$ cat src/rtl/sym_vn_lut_load_sched.sv
// sym_vn_lut_load_sched
// Write-side scheduler for the two-bank symmetric VN IB LUT RAM. Streams
// entry pairs into the shadow frame half one page per cycle. After the last
// page is written it flips the active page offset, which is deferred while
// the decoder is mid-frame (swap_hold).
// Optional build macro SYM_VN_LUT_LOAD_CNT_EN adds an 8-bit load_cnt output
// that counts completed loads.
module sym_vn_lut_load_sched #(
    parameter int QUAN_SIZE       = 3,
    parameter int ENTRY_ADDR      = 5,
    parameter int MULTI_FRAME_NUM = 2,
    localparam int PAGE_W         = ENTRY_ADDR - $clog2(MULTI_FRAME_NUM)
) (
    input  logic                 write_clk,
    input  logic                 rst,
    input  logic                 load_start,
    input  logic                 swap_hold,
    input  logic                 in_valid,
    output logic                 in_ready,
    input  logic [QUAN_SIZE-1:0] in_bank0,
    input  logic [QUAN_SIZE-1:0] in_bank1,
    output logic [QUAN_SIZE-1:0] lut_in_bank0,
    output logic [QUAN_SIZE-1:0] lut_in_bank1,
    output logic [PAGE_W-1:0]    page_write_addr,
    output logic                 write_addr_offset,
    output logic                 we,
    output logic                 active_offset,
    output logic                 busy,
`ifdef SYM_VN_LUT_LOAD_CNT_EN
    output logic [7:0]           load_cnt,
`endif
    output logic                 load_done
);

    typedef enum logic [1:0] {
        IDLE      = 2'd0,
        LOAD      = 2'd1,
        SWAP_WAIT = 2'd2
    } state_t;

    state_t                state_q, state_d;
    logic [PAGE_W-1:0]     cnt_q, cnt_d;
    logic                  we_q, we_d;
    logic [QUAN_SIZE-1:0]  lut0_q, lut0_d;
    logic [QUAN_SIZE-1:0]  lut1_q, lut1_d;
    logic [PAGE_W-1:0]     page_q, page_d;
    logic                  active_q, active_d;
    logic                  done_q, done_d;
`ifdef SYM_VN_LUT_LOAD_CNT_EN
    logic [7:0]            load_cnt_q, load_cnt_d;
`endif

    // Next-state and next-output computation for the load FSM.
    always_comb begin
        state_d  = state_q;
        cnt_d    = cnt_q;
        we_d     = 1'b0;
        lut0_d   = lut0_q;
        lut1_d   = lut1_q;
        page_d   = page_q;
        active_d = active_q;
        done_d   = 1'b0;
        case (state_q)
            IDLE: begin
                if (load_start) begin
                    state_d = LOAD;
                    cnt_d   = '0;
                end
            end
            LOAD: begin
                // in_ready is 1 throughout LOAD, so in_valid alone is the handshake
                if (in_valid) begin
                    lut0_d = in_bank0;
                    lut1_d = in_bank1;
                    page_d = cnt_q;
                    we_d   = 1'b1;
                    cnt_d  = cnt_q + 1'b1;
                    if (&cnt_q) begin
                        state_d = SWAP_WAIT;
                    end
                end
            end
            SWAP_WAIT: begin
                if (!swap_hold) begin
                    active_d = ~active_q;
                    done_d   = 1'b1;
                    state_d  = IDLE;
                end
            end
            default: begin
                state_d = IDLE;
            end
        endcase
    end

`ifdef SYM_VN_LUT_LOAD_CNT_EN
    // Completed-load counter, wraps naturally at 8 bits.
    always_comb begin
        load_cnt_d = load_cnt_q;
        if (done_d) begin
            load_cnt_d = load_cnt_q + 8'd1;
        end
    end
`endif

    // FSM state and all registered outputs.
    always_ff @(posedge write_clk) begin
        if (rst) begin
            state_q    <= IDLE;
            cnt_q      <= '0;
            we_q       <= 1'b0;
            lut0_q     <= '0;
            lut1_q     <= '0;
            page_q     <= '0;
            active_q   <= 1'b0;
            done_q     <= 1'b0;
`ifdef SYM_VN_LUT_LOAD_CNT_EN
            load_cnt_q <= 8'd0;
`endif
        end else begin
            state_q    <= state_d;
            cnt_q      <= cnt_d;
            we_q       <= we_d;
            lut0_q     <= lut0_d;
            lut1_q     <= lut1_d;
            page_q     <= page_d;
            active_q   <= active_d;
            done_q     <= done_d;
`ifdef SYM_VN_LUT_LOAD_CNT_EN
            load_cnt_q <= load_cnt_d;
`endif
        end
    end

    assign in_ready          = (state_q == LOAD);
    assign busy              = (state_q != IDLE);
    assign we                = we_q;
    assign lut_in_bank0      = lut0_q;
    assign lut_in_bank1      = lut1_q;
    assign page_write_addr   = page_q;
    assign active_offset     = active_q;
    assign write_addr_offset = ~active_q;
    assign load_done         = done_q;
`ifdef SYM_VN_LUT_LOAD_CNT_EN
    assign load_cnt          = load_cnt_q;
`endif

endmodule

$ cat config.mk
export PLATFORM = sky130hd
export DESIGN_NAME = sym_vn_lut_load_sched
export DESIGN_NICKNAME = d
export VERILOG_FILES = /design/src/rtl/sym_vn_lut_load_sched.sv
export SDC_FILE = /design/constraint.sdc
export NUM_CORES = 1
export LEC_CHECK = 0
export ABC_CLOCK_PERIOD_IN_PS = 1800
export CORE_MARGIN = 3
export CORE_UTILIZATION = 46
export CTS_BUF_LIST = sky130_fd_sc_hd__clkbuf_8
export CTS_CLUSTER_SIZE = 10
export DETAILED_ROUTE_END_ITERATION = 12
export GPL_TIMING_DRIVEN = 0
export PLACE_DENSITY = 0.86
export SYNTH_ARGS = -nofsm -noshare
export SYNTH_HDL_FRONTEND = slang
export SYNTH_SLANG_ARGS = --single-unit
export TNS_END_PERCENT = 50
$ cat constraint.sdc
create_clock -name write_clk -period 1.8 [get_ports write_clk]
set_input_delay 0.36 -clock write_clk [delete_from_list [all_inputs] [get_ports write_clk]]
set_output_delay 0.36 -clock write_clk [all_outputs]
set_load 0.01 [all_outputs]
==> results.md <==
* Crit share post-route at a little over 90%
* Drt total wl at between 1500 and 2000 um
* Crit Path Class: reg2out
* Top_reg_cell synth: dfxtp_1
* Met3 Use GR at under 10%
* Post-CTS setup buffers at 0
* Netlist cell types at 26
* Reg2reg path depth at 5
* Drt initial violations at 21
* Initial antenna violation count at 0
* Sequential share of the synthesized area at roughly half
* Synth warn at 0
* Lkg Pwr at between 0.0003 and 0.0004 uW
* GR Layer Usage met2 at 31.0%
* Min Tclk post-route at 1.68 ns
* TritonCTS clock tree: done
* Post-synthesis mux area share at roughly 1.3%
* Worst r2r src: state_q[0]
* Cts-stage hold buffer count at 0
* Antenna cell count at 0
* P&R area growth vs syn at 42.0%
* Die X at 46.4 um
* Vias in the first global route at between 600 and 700
* Routability cong. at ~0.72
* Cts repair resizes at 3
* Clock power frac at a little over a third
* Fillers at between 100 and 150
* CTS Buffer Depth at 2
* Worst Hold Class: reg2reg
* Placed Area at between 1000 and 1500 sq um
* Main combinational cell family by area after synthesis: simple AND/OR/NAND/NOR gates
* Met1 Use GR at a little under a quarter
* Syn nets at ~100
* Critical path startpoint category: flop
* Share of cells above drive strength 1 at between 5 and 6%
* Max Cap Viol at 0
* Max Clk Rate at around 600 MHz
* Layout Nets at roughly 130
* Run status: finished, final reports clean
* Max Slew Vio Count at 0
* Pre-CTS WS at -0.00125 ns
* Crit end category: output pin
* Peak supply drop at roughly 0.00045 V
* Hold path startpoint: lut_in_bank0[0]
* Unrepaired setup endpoints after global routing: false
* Starting Density at between 50% and 60%
* DR DRC count at 0
* Synth Area in XOR/XNOR at under 10%
* Most used routing layer: met2
* Worst reg2reg setup slack at about 0.46 ns
* Synth Area in Adders at ~1.7%
* Worst Hold Path Cells at 2
* # IOs at 27
* # setup viols final at 0
* Gate Count Post-Synth at 91
* Flop and latch count out of synthesis at 19
* Placement Rows at 13
* Sink Count at 19
* Fin. Hold Viols at 0
* Worst hold endpoint: lut_in_bank0[0]
* TritonRoute pass-1 iters at 4
* WL per Instance at 13.2 um
* Worst Max-Slew Pin Slew at ~0.45 ns
* CTS buffer count at 3
* FF-to-FF End: lut_in_bank0[1]
* Share of synthesized flip-flops with an asynchronous set or reset at 0%
* Slew HR at a little over two thirds
* Vias at between 700 and 800
* Antenna-violating nets left at 0
* First-pass GRT wire length at 2960 um
* Detailed placement HPWL at 1200 um
* Post-Synth Simple-Gate Area at 27.3%
* Slack of the critical path at between 0.1 and 0.15 ns
* Comb power frac at 10.9%
* Clock transition at path regs at approximately 0.07 ns
* Net Switching at between 150 and 200 uW
* Finished Cell Area at 1070 sq um
* Vias per std cell at between 5 and 6
* Critical-path maximum fanout at 10
* Root Buffer Master: clkbuf_8
* CP required at roughly 1.4 ns
* Maximum number of pins on one net before global-route repair at 12
* GRT Total Usage at a little under 20%
* Synth Area in Compound Gates at ~14%
* CP startpoint: state_q[0]
* H-Tree Depth at 1
* Most frequent cells in the layout: nand2_1, clkdlybuf4s50_1, dfxtp_1
* Core Area at between 1000 and 1500 sq um
* Grt total ovfl at 0
* Cell Pwr Density at approximately 760 nW/um^2
* Part of the power in registers at between 50 and 60%
* Syn_area_per_cell at between 8 and 9 sq um
* Post-synth EDFFs at 0
* Post-Synthesis Cell Area at about 750 sq um
* Worst-Skew Late Latency at roughly 0.25 ns
* Port Buf Inserts at 25
* Final Skew at roughly 0.00097 ns
* P_int at 631 uW
* Die span in y at about 46 um
* Die area at between 2000 and 2500 sq um
* Switch share at about 23%
* Critical Path AT at approximately 1.3 ns
[cells in the mapped netlist, types with 2 or more instances]
cell type	number	area share [%]
nand2_1	23	11
dfxtp_1	19	51
a21oi_1	13	8.7
nor2b_1	4	3.3
clkbuf_1	3	1.5
nand3_1	3	2.0
o21ai_0	3	2.0
buf_2	2	1.3
nand3b_1	2	2.0
nor2_1	2	1.0
or4_1	2	2.0
[layout make-up]
cell class                      instances  area (sq um)  share of cell area, %
Sequential cell                        19           380                   35.7
Multi-Input combinational cell         65           342                   32.0
Timing Repair Buffer                   25           248                   23.2
Clock buffer                            3          41.3                   3.87
Buffer                                  6          27.5                   2.58
Tap cell                               15          18.8                   1.76
Clock inverter                          1          5.00                  0.469
Inverter                                1          3.75                  0.352
[logic make-up after synthesis]
family                     after synthesis
adders and majority gates                1
muxes                                    1
xor gates and xnor gates                 1
and+or+nand+nor                         42
DFF                                     19
buffers and inverters                    7
AOI/OAI and AO/OA                       20
[critical path: stages (launching register included)]
cell           delay [ns]
dfxtp_1              0.34
buf_4                0.17
or2_2                0.28
dlygate4sd2_1        0.28
[through the flow]
stage / power (uW) / utilization [%] / cells / TNS, ns / hold WS (ns)
3_3_place_gp: 533 / 72.1 / 131 / 0 / 0.442
3_5_place_dp: 535 / 72.1 / 131 / -0.00125 / 0.449
6_report: 815 / 75.3 / 135 / 0 / 0.457
2_1_floorplan: 486 / - / 91 / 0 / 0.458
4_1_cts: 819 / 75.3 / 135 / 0 / 0.459
5_1_grt: 846 / 75.3 / 135 / 0 / 0.468
[metal layers]
| layer | up-vias | wire length, um |
|---|---|---|
| li1 | 361 | - |
| met1 | 329 | 751 |
| met2 | 23 | 883 |
| met3 | 6 | 90 |
| met4 | 0 | 51 |
| met5 | - | 0 |
[registers in the layout, summed over array words and instances (netlist names)]
| name | count |
|---|---|
| active_offset | 1 |
| cnt_q | 4 |
| load_done | 1 |
| lut_in_bank0 | 3 |
| lut_in_bank1 | 3 |
| page_write_addr | 4 |
| state_q | 2 |
| we | 1 |
[worst max path at each step]
stage | depth (start not counted) | to
finish | 3 | busy
global route | 3 | busy
CTS | 3 | busy
detailed placement | 4 | cnt_q[3]
global placement | 4 | cnt_q[3]
floorplan | 3 | cnt_q[3]
[power groups by stage]
stage	registers, uW	clock network [uW]	logic (uW)
floorplan	448	0	37.5
global placement	445	0	87.6
detailed placement	446	0	89.3
CTS	436	293	89.3
global route	437	311	97.7
finish	437	290	89.0
Power figures use the tool's default switching activity.
